==> config.mk <==
export PLATFORM = sky130hd
export DESIGN_NAME = batch_sequencer
export DESIGN_NICKNAME = d
export VERILOG_FILES = /design/src/rtl/sched_pkg.sv /design/src/rtl/sched_fifo.sv /design/src/rtl/batch_sequencer.sv
export SDC_FILE = /design/constraint.sdc
export NUM_CORES = 1
export LEC_CHECK = 0
export CAP_MARGIN = 25
export CELL_PAD_IN_SITES_DETAIL_PLACEMENT = 0
export CELL_PAD_IN_SITES_GLOBAL_PLACEMENT = 1
export CORE_AREA = 2 2 109 111
export DETAILED_ROUTE_END_ITERATION = 8
export DIE_AREA = 0 0 111 113
export PLACE_DENSITY = 0.78
export SLEW_MARGIN = 40
export SYNTH_ARGS = -nofsm -noshare
export SYNTH_HDL_FRONTEND = slang
export SYNTH_HIERARCHICAL = 1
export SYNTH_SLANG_ARGS = --single-unit
==> constraint.sdc <==
create_clock -name clk -period 3.1 [get_ports clk]
set_input_delay 0.93 -clock clk [delete_from_list [all_inputs] [get_ports clk]]
set_output_delay 0.93 -clock clk [all_outputs]
set_load 0.01 [all_outputs]
==> src/rtl/sched_pkg.sv <==
// Shared types for the batch sequencer: scheduler FSM states and completion
// status codes reported back to the host.
package sched_pkg;

    typedef enum logic [2:0] {
        S_IDLE,
        S_LAUNCH,
        S_RUN,
        S_REPORT,
        S_GAP
    } sched_state_t;

    typedef enum logic [1:0] {
        ST_OK      = 2'b00,
        ST_EMPTY   = 2'b01,
        ST_TIMEOUT = 2'b10
    } cmp_status_t;

endpackage

==> src/rtl/sched_fifo.sv <==
// Synchronous job FIFO with full/empty flags; head entry is visible on rdata
// without a read strobe so the scheduler can inspect it before popping.
module sched_fifo #(
    parameter int unsigned WIDTH = 20,
    parameter int unsigned DEPTH = 4
) (
    input  logic             clk,
    input  logic             rst,
    input  logic             push,
    input  logic             pop,
    input  logic [WIDTH-1:0] wdata,
    output logic [WIDTH-1:0] rdata,
    output logic             full,
    output logic             empty
);

    localparam int unsigned AW = $clog2(DEPTH);

    logic [WIDTH-1:0] mem [DEPTH];
    logic [AW:0]      wr_ptr;
    logic [AW:0]      rd_ptr;
    logic             push_ok;
    logic             pop_ok;

    assign push_ok = push & ~full;
    assign pop_ok  = pop & ~empty;

    // Extra pointer bit distinguishes full from empty when the indices match.
    assign empty = (wr_ptr == rd_ptr);
    assign full  = (wr_ptr[AW] != rd_ptr[AW]) && (wr_ptr[AW-1:0] == rd_ptr[AW-1:0]);
    assign rdata = mem[rd_ptr[AW-1:0]];

    always_ff @(posedge clk or negedge rst) begin
        if (!rst) begin
            wr_ptr <= '0;
            rd_ptr <= '0;
        end else begin
            if (push_ok) wr_ptr <= wr_ptr + 1'b1;
            if (pop_ok)  rd_ptr <= rd_ptr + 1'b1;
        end
    end

    always_ff @(posedge clk) begin
        if (push_ok) mem[wr_ptr[AW-1:0]] <= wdata;
    end

endmodule

==> src/rtl/batch_sequencer.sv <==
// Job scheduler in front of the word-compaction engine: queues host jobs and
// runs them one at a time. Optional RUN timeout enabled by SCHED_WATCHDOG_EN.
module batch_sequencer
    import sched_pkg::*;
#(
    parameter int unsigned ADDR_W      = 8,
    parameter int unsigned CNT_W       = 8,
    parameter int unsigned TAG_W       = 4,
    parameter int unsigned FIFO_DEPTH  = 4,
    parameter int unsigned WDOG_CYCLES = 4096
) (
    input  logic              clk,
    input  logic              rst,
    input  logic              job_valid,
    output logic              job_ready,
    input  logic [ADDR_W-1:0] job_base,
    input  logic [CNT_W-1:0]  job_len,
    input  logic [TAG_W-1:0]  job_tag,
    output logic              eng_start,
    output logic [ADDR_W-1:0] eng_base,
    output logic [CNT_W-1:0]  eng_len,
    input  logic              eng_done,
    output logic              eng_kill,
    output logic              cmp_valid,
    input  logic              cmp_ready,
    output logic [TAG_W-1:0]  cmp_tag,
    output logic [1:0]        cmp_status,
    output logic              busy,
    output logic [15:0]       jobs_done
);

    localparam int unsigned JOB_W = ADDR_W + CNT_W + TAG_W;

    sched_state_t      state_q;
    sched_state_t      state_d;
    cmp_status_t       status_q;
    cmp_status_t       status_d;
    logic              status_we;
    logic              pop;
    logic              push;
    logic              hs;
    logic              fifo_full;
    logic              fifo_empty;
    logic              wdog_expired;
    logic [JOB_W-1:0]  head;
    logic [ADDR_W-1:0] head_base;
    logic [CNT_W-1:0]  head_len;
    logic [TAG_W-1:0]  head_tag;
    logic [ADDR_W-1:0] base_q;
    logic [CNT_W-1:0]  len_q;
    logic [TAG_W-1:0]  tag_q;
    logic [15:0]       done_cnt_q;

    assign push      = job_valid & ~fifo_full;
    assign job_ready = ~fifo_full;
    assign {head_base, head_len, head_tag} = head;

    sched_fifo #(
        .WIDTH (JOB_W),
        .DEPTH (FIFO_DEPTH)
    ) u_fifo (
        .clk   (clk),
        .rst   (rst),
        .push  (push),
        .pop   (pop),
        .wdata ({job_base, job_len, job_tag}),
        .rdata (head),
        .full  (fifo_full),
        .empty (fifo_empty)
    );

`ifdef SCHED_WATCHDOG_EN
    localparam int unsigned WDW = $clog2(WDOG_CYCLES);

    logic [WDW-1:0] wdog_q;

    always_ff @(posedge clk or negedge rst) begin
        if (!rst) begin
            wdog_q <= '0;
        end else if (state_q == S_RUN) begin
            wdog_q <= wdog_q + 1'b1;
        end else begin
            wdog_q <= '0;
        end
    end

    assign wdog_expired = (state_q == S_RUN) && (wdog_q == WDW'(WDOG_CYCLES - 1));
`else
    assign wdog_expired = 1'b0;
`endif

    always_comb begin
        state_d   = state_q;
        pop       = 1'b0;
        status_we = 1'b0;
        status_d  = ST_OK;
        hs        = 1'b0;
        eng_start = 1'b0;
        eng_kill  = 1'b0;
        cmp_valid = 1'b0;
        unique case (state_q)
            S_IDLE: begin
                if (!fifo_empty) begin
                    pop = 1'b1;
                    if (head_len != '0) begin
                        state_d = S_LAUNCH;
                    end else begin
                        state_d   = S_REPORT;
                        status_we = 1'b1;
                        status_d  = ST_EMPTY;
                    end
                end
            end
            S_LAUNCH: begin
                eng_start = 1'b1;
                state_d   = S_RUN;
            end
            S_RUN: begin
                // A done pulse wins over a simultaneous timeout.
                if (eng_done) begin
                    state_d   = S_REPORT;
                    status_we = 1'b1;
                    status_d  = ST_OK;
                end else if (wdog_expired) begin
                    state_d   = S_REPORT;
                    status_we = 1'b1;
                    status_d  = ST_TIMEOUT;
                    eng_kill  = 1'b1;
                end
            end
            S_REPORT: begin
                cmp_valid = 1'b1;
                if (cmp_ready) begin
                    hs      = 1'b1;
                    state_d = S_GAP;
                end
            end
            S_GAP: begin
                state_d = S_IDLE;
            end
            default: begin
                state_d = S_IDLE;
            end
        endcase
    end

    always_ff @(posedge clk or negedge rst) begin
        if (!rst) begin
            state_q    <= S_IDLE;
            base_q     <= '0;
            len_q      <= '0;
            tag_q      <= '0;
            status_q   <= ST_OK;
            done_cnt_q <= '0;
        end else begin
            state_q <= state_d;
            if (pop) begin
                base_q <= head_base;
                len_q  <= head_len;
                tag_q  <= head_tag;
            end
            if (status_we) status_q <= status_d;
            if (hs) done_cnt_q <= done_cnt_q + 16'd1;
        end
    end

    assign eng_base   = base_q;
    assign eng_len    = len_q;
    assign cmp_tag    = tag_q;
    assign cmp_status = status_q;
    assign jobs_done  = done_cnt_q;
    assign busy       = (state_q != S_IDLE) || !fifo_empty;

endmodule

==> flow_metrics.py, run 1 <==
metrics = {
    "die": {
        "floorplan.core_area_um2": 11270,
        "die_y_um": 113,
        "boundaryPins": 68,
        "initial_utilization": 0.4541,
        "rows": 39,
        "die_w_um": 111,
        "fp.dieArea_um2": 12540,
    },
    "routing": {
        "wl_per_cell_um": 18.12,
        "vias": 2778,
        "antenna_left": 0,
        "first_pass_iters": 4,
        "wl_mm": 9.660,
        "drc": 0,
        "viasPerCell": 5.212,
        "drtIter0Drc": 159,
    },
    "synthesis": {
        "synthFlopType": "edfxtp_1",
        "synth_top_area_cell": "edfxtp_1",
        "ys_ff_latch": 126,
        "ys_top_cells_by_area": "edfxtp_1 (47%), dfrtp_1 (22%), mux4_2 (8.8%), mux2_2 (4.4%), xnor2_1 (1.9%)",
        "synth_edf_count": 80,
        "syn_area_um2": 5119,
        "ys_warn_count": 6,
        "yosysTopAreaCellShare": 0.4693,
        "yosysUniqueCellTypes": 43,
        "avgSynthCellArea_um2": 17.84,
        "syn-instance-count": 287,
        "async_reset_ff_frac": 0.3651,
        "seq_area_frac_synth": 0.6942,
    },
    "clock_tree": {
        "cts_tree": "built",
        "clk_pin_slew_ns": 0.06,
        "clk_path_buf_depth": 2,
        "cts_hold_buffers": 0,
        "cts_buffers": 17,
        "clk_latency_ns": 0.41,
        "clock-sinks": 126,
        "htree_levels": 4,
        "cts_root_buf": "clkbuf_16",
    },
    "grt": {
        "grt.total_usage": 0.1626,
        "grt-ovfl-total": 0,
        "grt_pass1_vias": 2919,
        "antenna_found_initial": 0,
        "grt_max_degree": 30,
        "grt_first_pass_wirelength_mm": 15.38,
    },
    "worst_setup_path": {
        "crit_path_start_kind": "flip-flop",
        "worst-path-max-fanout": 4,
        "worstSetupEndpointType": "primary output",
        "cp_num_buf_inv": 1,
        "worst_path_largest_cell_delay_ns": 0.58,
        "critPathArrivalTime_ns": 2.07,
        "r2r_end": "state_q[1]$_DFFE_PN0P_",
        "reg2regPathDepth": 6,
        "worstPathRequired_ns": 2.17,
        "r2r_start": "u_fifo/rd_ptr[0]$_DFFE_PN0P_",
        "crit_type": "flip-flop to primary output",
        "cp_slowest_cell": "or4b_2",
        "r2r_slack_ns": 0.52,
        "crit_chain": "xnor2_2 -> and3_4 -> or4b_2 -> clkdlybuf4s15_1",
        "cp.depth": 4,
        "cp_top_family": "simple AND/OR/NAND/NOR gates",
    },
    "hold_path": {
        "hold_end": "jobs_done[15]$_DFFE_PN0P_",
        "hold_path_depth": 1,
        "worstHoldStart": "jobs_done[15]$_DFFE_PN0P_",
        "hold_path_class": "flip-flop to flip-flop",
    },
    "power": {
        "p_per_area_nw_per_um2": 1007,
        "leakage_nw": 2.475,
        "power.total_w": 0.006648,
        "vdd_drop_max_v": 0.0005610,
    },
    "layout": {
        "area_delta_synth_final_pct": 28.92,
        "drive_above_1_share": 0.2641,
        "final_cell_mix": "edfxtp_1 (80), clkdlybuf4s50_1 (63), dfrtp_1 (43), mux2_2 (20), mux4_2 (20)",
        "final_common_cell": "edfxtp_1",
        "antenna_cells": 0,
        "fin_nets": 408,
    },
    "sta": {
        "setup_violations": 0,
        "fin_skew_ns": 0.007909,
        "slew_violations": 0,
        "setup-tns-final_ns": 0,
        "max_freq_ghz": 0.3335,
        "final-hold-violation-count": 0,
        "period_share": 0.9673,
        "rsz0062_at_grt": "false",
        "finalCriticalPeriod_ns": 2.999,
    },
    "run_status": {
        "status": "finished, final reports clean",
    },
    "placement": {
        "place.port_buffers": 65,
        "dp_hpwl_mm": 6.088,
        "gp_congestion": 0.7363,
    },
    "flow_run": {
        "cap_violations": 0,
    },
}
-- worst max-delay path by stage --
| stage | start | end | slack, ns |
|---|---|---|---|
| 2_1_floorplan | u_fifo/rd_ptr[1]$_DFFE_PN0P_ | busy | 0.37 |
| 3_3_place_gp | u_fifo/rd_ptr[2]$_DFFE_PN0P_ | busy | 0.26 |
| 3_5_place_dp | u_fifo/rd_ptr[2]$_DFFE_PN0P_ | busy | 0.25 |
| 4_1_cts | u_fifo/wr_ptr[2]$_DFFE_PN0P_ | busy | 0.02 |
| 5_1_grt | u_fifo/wr_ptr[2]$_DFFE_PN0P_ | busy | 0.02 |
| 6_report | u_fifo/wr_ptr[2]$_DFFE_PN0P_ | busy | 0.10 |
-- repair_timing --
action                     in CTS  in global routing
setup endpoints to repair       1                  1
setup buffers                   1                  4
resized for setup               2                  6
gates cloned                    0                  0
pin swaps                       1                  0
-- sequential cells by signal, summed over array words and instances (netlist names) --
signal / flops
u_fifo/wr_ptr: 3
u_fifo/mem: 80
jobs_done: 16
eng_len: 8
eng_base: 8
state_q: 3
cmp_tag: 4
cmp_status: 1
u_fifo/rd_ptr: 3
-- layer usage --
metal,wire (µm),track usage,vias to the layer above,part of all wire
li1,-,-,1272,-
met1,4247,0.2015,1419,0.44
met2,4827,0.2757,73,0.50
met3,425,0.04821,14,0.044
met4,160,0.05667,0,0.017
met5,0,0,-,0
-- per-stage QoR --
| step | area (µm²) | hold WS (ns) | setup WS (ns) | cells | utilization |
|---|---|---|---|---|---|
| 3_5_place_dp | 5992 | 0.4611 | 0.2476 | 496 | 0.5316 |
| 5_1_grt | 6599 | 0.5001 | 0.02092 | 533 | 0.5854 |
| 2_1_floorplan | 5122 | 0.5039 | 0.3745 | 288 | - |
| 6_report | 6599 | 0.4704 | 0.1012 | 533 | 0.5854 |
| 4_1_cts | 6545 | 0.4726 | 0.02026 | 529 | 0.5806 |
| 3_3_place_gp | 5992 | 0.4608 | 0.2649 | 496 | 0.5316 |
-- power by group --
group          internal (W)  switching, W  leakage [nW]
sequential          0.00229      0.000260          1.30
clock               0.00112      0.000693         0.264
combinational       0.00125       0.00104         0.912
total               0.00466       0.00199          2.47
-- logic make-up after synthesis --
group	after synthesis	synth area share
mux	42	0.1362
other cells	1	0.0007326
compound gates	14	0.02297
flops	126	0.6942
simple gates	54	0.06649
fa+ha+maj	6	0.01467
buf+inv	22	0.02420
xor+xnor	22	0.04058
-- synthesized netlist by cell type (4+ instances only) --
library cell / number
and2_1: 4
and3_1: 4
buf_4: 10
dfrtp_1: 46
edfxtp_1: 80
ha_1: 6
inv_1: 9
mux2_2: 20
mux4_2: 20
nand2_1: 5
nand3_1: 6
nand4_1: 5
nor2_1: 10
nor3_1: 4
xnor2_1: 11
xor2_1: 9
-- final cells by class --
type / instances / area, µm²
Multi-Input combinational cell: 140 / 1465
Sequential cell: 126 / 3557
Fill cell: 877 / 4673
Inverter: 9 / 33.78
Clock buffer: 21 / 450.4
Tap cell: 143 / 178.9
Clock inverter: 11 / 95.09
Timing Repair Buffer: 83 / 818.3
Power figures use the tool's default switching activity.
==> run 2, diff against run 1 <==
CORE_AREA = 2 2 103 105   (was 2 2 109 111)
DIE_AREA = 0 0 105 107   (was 0 0 111 113)
DONT_BUFFER_PORTS = 1   (was default)
PLACE_DENSITY = 0.76   (was 0.78)
==> run 2 against run 1 <==
  * Clock-buffer cell count is 1 lower
  * Core utilization is 0.23 points lower
  * Non-clock buffer count is 71 lower
  * Largest power group unchanged
  * Critical endpoint unchanged
  * Combinational power is 28% lower
  * Cell area is 11% lower
  * Sequential share of layout area is 6.5 points higher
  * Wire length is 7.2% lower
==> flow_metrics.py, run 2 (synthesis gave the netlist of run 1 again) <==
metrics = {
    "layout": {
        "area_delta_synth_final_pct": 14.96,
        "final_cell_mix": "edfxtp_1 (80), dfrtp_1 (45), mux2_2 (20), mux4_2 (20), clkbuf_16 (16)",
        "antenna_cells": 0,
        "fin_nets": 337,
        "nFillCells": 798,
        "drive_above_1_share": 0.2915,
        "final_common_cell": "edfxtp_1",
        "largest_reg_flops": 80,
    },
    "routing": {
        "drc": 0,
        "drtIter0Drc": 189,
        "antenna_left": 0,
        "top_layer": "met4",
        "wl_met2_mm": 4.598,
        "viasPerCell": 5.508,
        "vias": 2506,
        "wl_mm": 8.963,
        "first_pass_iters": 4,
        "wl_met3_um": 602,
        "wl_per_cell_um": 19.70,
        "met1_length_mm": 3.623,
    },
    "clock_tree": {
        "clk_pin_slew_ns": 0.06,
        "clk_latency_ns": 0.52,
        "cts_root_buf": "clkbuf_8",
        "cts_buffers": 17,
        "htree_levels": 4,
        "clk_path_buf_depth": 2,
        "clock-sinks": 126,
        "cts_tree": "built",
    },
    "worst_setup_path": {
        "r2r_slack_ns": 0.54,
        "r2r_end": "state_q[1]$_DFFE_PN0P_",
        "worst-path-max-fanout": 4,
        "reg2regPathDepth": 6,
        "crit_type": "flip-flop to primary output",
        "worstSetupEndpointType": "primary output",
        "cp_slowest_cell": "or4b_2",
        "r2r_start": "u_fifo/rd_ptr[0]$_DFFE_PN0P_",
        "critPathArrivalTime_ns": 2.09,
        "worst_path_largest_cell_delay_ns": 0.66,
        "worstPathRequired_ns": 2.17,
        "crit_path_start_kind": "flip-flop",
        "crit_chain": "xnor2_2 -> and3_4 -> or4b_2",
    },
    "die": {
        "die_w_um": 105,
        "die_y_um": 107,
        "fp.dieArea_um2": 11240,
        "initial_utilization": 0.5072,
        "boundaryPins": 68,
        "floorplan.core_area_um2": 10090,
        "rows": 37,
    },
    "grt": {
        "grt.total_usage": 0.1759,
        "grt-ovfl-total": 0,
        "grt_max_degree": 47,
        "antenna_found_initial": 0,
        "grt_pass1_vias": 2672,
        "grt_first_pass_wirelength_mm": 14.45,
    },
    "sta": {
        "period_share": 0.9731,
        "finalCriticalPeriod_ns": 3.017,
        "rsz0062_at_grt": "false",
        "holdWs_ns": 0.1050,
        "setup-tns-final_ns": 0,
        "slew_violations": 0,
        "setup_violations": 0,
        "max_freq_ghz": 0.3315,
        "final-hold-violation-count": 0,
        "fin_skew_ns": 0.008489,
    },
    "run_status": {
        "status": "finished, final reports clean",
    },
    "flow_run": {
        "cap_violations": 0,
    },
    "hold_path": {
        "hold_path_class": "input pin to async pin",
    },
    "placement": {
        "gp_congestion": 0.7218,
        "place.port_buffers": 0,
        "dp_hpwl_mm": 5.595,
    },
    "power": {
        "leakage_nw": 2.200,
        "vdd_drop_max_v": 0.0006076,
        "p_per_area_nw_per_um2": 1056,
    },
}
run 2: per-stage QoR:
stage | setup slack (ns) | util | cells | total power, W | instance area [µm²]
global placement | 0.4323 | 0.5237 | 422 | 0.004259 | 5285
finish | 0.08328 | 0.5831 | 455 | 0.006213 | 5884
detailed placement | 0.3841 | 0.5237 | 422 | 0.004319 | 5285
CTS | 0.02154 | 0.5822 | 455 | 0.006277 | 5876
global route | 0.01088 | 0.5831 | 455 | 0.006528 | 5884
floorplan | 0.3745 | - | 288 | 0.003916 | 5122
run 2: area by class of cell:
class	instances	area, µm²	share of cell area
well taps	136	170.2	0.02892
repair buffers	12	90.09	0.01531
flip-flops and latches	126	3555	0.6041
clock inverters	12	145.1	0.02467
clock buffers	20	425.4	0.07229
inverters	9	33.78	0.005741
multi-input cells	140	1465	0.2490
run 2: metal layers:
metal,GRT usage,up-vias
li1,-,1124
met1,0.2026,1300
met2,0.2917,72
met3,0.07234,10
met4,0.07429,0
met5,0,-
run 2: how the worst max path moves through the flow:
stage                            startpoint    to  slack [ns]  cells past startpoint
6_report       u_fifo/wr_ptr[2]$_DFFE_PN0P_  busy        0.08                      3
5_1_grt        u_fifo/wr_ptr[1]$_DFFE_PN0P_  busy        0.01                      3
4_1_cts        u_fifo/wr_ptr[2]$_DFFE_PN0P_  busy        0.02                      3
3_5_place_dp   u_fifo/wr_ptr[2]$_DFFE_PN0P_  busy        0.38                      3
3_3_place_gp   u_fifo/rd_ptr[2]$_DFFE_PN0P_  busy        0.43                      3
2_1_floorplan  u_fifo/rd_ptr[1]$_DFFE_PN0P_  busy        0.37                      4
run 2: what timing repair did:
| item | in CTS | in global routing |
|---|---|---|
| gates resized for setup | 3 | 2 |
| setup endpoints to repair | 1 | 1 |
| setup buffers | 1 | 0 |
| pin swaps | 1 | 0 |
| hold buffers | 0 | 0 |
run 2: where the power goes:
group	total, W	switching [W]	leakage (nW)	internal [W]
Sequential	0.00266	0.000370	1.30	0.00229
Clock	0.00189	0.000676	0.274	0.00121
Combinational	0.00166	0.000831	0.626	0.000830
Total	0.00621	0.00188	2.20	0.00434
run 2: critical path: cells and delay by family, from the launching register on:
kind	cells	cell delay, ns
flops	1	0.45
xor+xnor	1	0.21
simple gates	2	0.91
==> run 3, diff against run 2 <==
CORE_AREA = 2 2 107 109   (was 2 2 103 105)
DIE_AREA = 0 0 109 111   (was 0 0 105 107)
PLACE_DENSITY = 0.74   (was 0.76)
clock period = 2.6 ns   (was 3.1 ns; I/O delays follow)
==> run 3 against run 2 <==
  * Register-to-register slack lost 0.30 ns
  * Clock power rose by 14%
  * Die area rose by 7.7%
  * First-iteration DRC count is 29% lower
  * Final cell count rose by 2.2%
  * Combinational power rose by 25%
  * Global-route usage fell by 1.2 points
  * Non-clock buffer count up 3
  * Cell area rose by 0.96%
  * Hold slack got worse by 0.036 ns
==> flow_metrics.py, run 3 (synthesis gave the netlist of run 1 again) <==
metrics = {
    "power": {
        "power.total_w": 0.007413,
        "vdd_drop_max_v": 0.0006832,
        "leakage_nw": 2.221,
        "p_per_area_nw_per_um2": 1248,
    },
    "layout": {
        "largest_reg_flops": 80,
        "drive_above_1_share": 0.3075,
        "area_delta_synth_final_pct": 16.06,
        "fin_nets": 340,
        "nFillCells": 839,
        "final_cell_mix": "edfxtp_1 (80), dfrtp_1 (44), mux2_2 (20), mux4_2 (20), clkbuf_16 (17)",
        "antenna_cells": 0,
        "final_common_cell": "edfxtp_1",
    },
    "routing": {
        "wl_per_cell_um": 19.63,
        "vias": 2473,
        "drtIter0Drc": 135,
        "viasPerCell": 5.318,
        "antenna_left": 0,
        "wl_mm": 9.129,
        "drc": 0,
        "first_pass_iters": 4,
    },
    "clock_tree": {
        "clk_latency_ns": 0.40,
        "clk_path_buf_depth": 2,
        "htree_levels": 4,
        "cts_root_buf": "clkbuf_16",
        "clock-sinks": 126,
        "clk_pin_slew_ns": 0.06,
        "cts_tree": "built",
        "cts_buffers": 17,
    },
    "grt": {
        "grt_busiest_layer": "met2",
        "grt_pass1_vias": 2645,
        "grt_max_degree": 47,
        "met3_usage": 0.07584,
        "antenna_found_initial": 0,
        "grt.total_usage": 0.1643,
        "met1_usage": 0.1964,
        "grt_first_pass_wirelength_mm": 14.24,
        "grt-ovfl-total": 0,
        "grt.met2_usage": 0.2571,
    },
    "run_status": {
        "status": "finished, final reports clean",
    },
    "sta": {
        "final-hold-violation-count": 0,
        "max_freq_ghz": 0.3957,
        "fin_ws_ns": 0.07291,
        "finalCriticalPeriod_ns": 2.527,
        "period_share": 0.9720,
        "rsz0062_at_grt": "false",
        "setup-tns-final_ns": 0,
        "slew_violations": 0,
        "setup_violations": 0,
        "fin_skew_ns": 0.008782,
    },
    "die": {
        "rows": 39,
        "boundaryPins": 68,
        "die_w_um": 109,
        "fp.dieArea_um2": 12100,
        "initial_utilization": 0.4621,
        "die_y_um": 111,
        "floorplan.core_area_um2": 11080,
    },
    "placement": {
        "gp_congestion": 0.7367,
        "place.port_buffers": 0,
        "dp_hpwl_mm": 5.563,
        "dp_slack_ns": 0.2197,
    },
    "hold_path": {
        "hold_path_class": "input pin to async pin",
    },
    "worst_setup_path": {
        "worstPathRequired_ns": 1.82,
        "crit_type": "flip-flop to primary output",
        "critPathArrivalTime_ns": 1.75,
        "worst-path-max-fanout": 4,
        "worstSetupEndpointType": "primary output",
        "crit_path_start_kind": "flip-flop",
    },
    "flow_run": {
        "cap_violations": 0,
    },
}
[run 3: cell type report]
| type | count | area (µm²) | share of cell area |
|---|---|---|---|
| sequential | 126 | 3556 | 0.5986 |
| multi-input combinational | 140 | 1464 | 0.2464 |
| clock buffer | 17 | 425.4 | 0.07161 |
| tap | 143 | 178.9 | 0.03012 |
| timing repair buffer | 15 | 162.7 | 0.02738 |
| clock inverter | 15 | 120.1 | 0.02022 |
| inverter | 9 | 33.78 | 0.005687 |
[run 3: report_power, final]
part           switching (W)  internal, W  total, W
logic               0.000997      0.00108   0.00208
clock network       0.000854      0.00131   0.00216
registers           0.000443      0.00273   0.00317
total                0.00229      0.00512   0.00741
[run 3: layer usage]
metal	wire, µm	up-vias
met5	0	-
met4	104	0
met3	711	11
met2	4624	62
met1	3688	1264
li1	-	1136
[run 3: worst max-delay path, cell delays in order (launching register included)]
cell	delay, ns
dfrtp_2	0.46
xnor2_2	0.20
and3_1	0.19
or4b_4	0.49
[run 3: path summary, 6_finish.rpt]
| check | startpoint | endpoint | slack (ns) | cells after the start |
|---|---|---|---|---|
| max in group asynchronous | rst | u_fifo/wr_ptr[0]$_DFFE_PN0P_ | 2.44 | 0 |
| worst min-delay path | rst | jobs_done[5]$_DFFE_PN0P_ | 0.07 | 0 |
| worst min register to register | jobs_done[15]$_DFFE_PN0P_ | jobs_done[15]$_DFFE_PN0P_ | 0.54 | 1 |
| worst max register to register | u_fifo/rd_ptr[0]$_DFFE_PN0P_ | state_q[1]$_DFFE_PN0P_ | 0.24 | 6 |
| min in group clk | job_len[5] | u_fifo/mem[0][9]$_DFFE_PP_ | 0.47 | 0 |
| worst max-delay path | u_fifo/wr_ptr[2]$_DFFE_PN0P_ | busy | 0.07 | 3 |
[run 3: stage by stage]
| stage | std cells | hold WS, ns | util | area, µm² |
|---|---|---|---|---|
| floorplan | 288 | 0.4844 | - | 5122 |
| CTS | 465 | 0.05046 | 0.5363 | 5941 |
| global placement | 432 | 0.4882 | 0.4845 | 5366 |
| finish | 465 | 0.06872 | 0.5363 | 5941 |
| global route | 465 | 0.04245 | 0.5363 | 5941 |
| detailed placement | 432 | 0.4877 | 0.4845 | 5366 |
[run 3: repair_timing]
action / in CTS / in global routing
resized for setup: 5 / 0
buffers inserted: 1 / 0
setup endpoints to repair: 1 / 0
hold buffers: 0 / 0
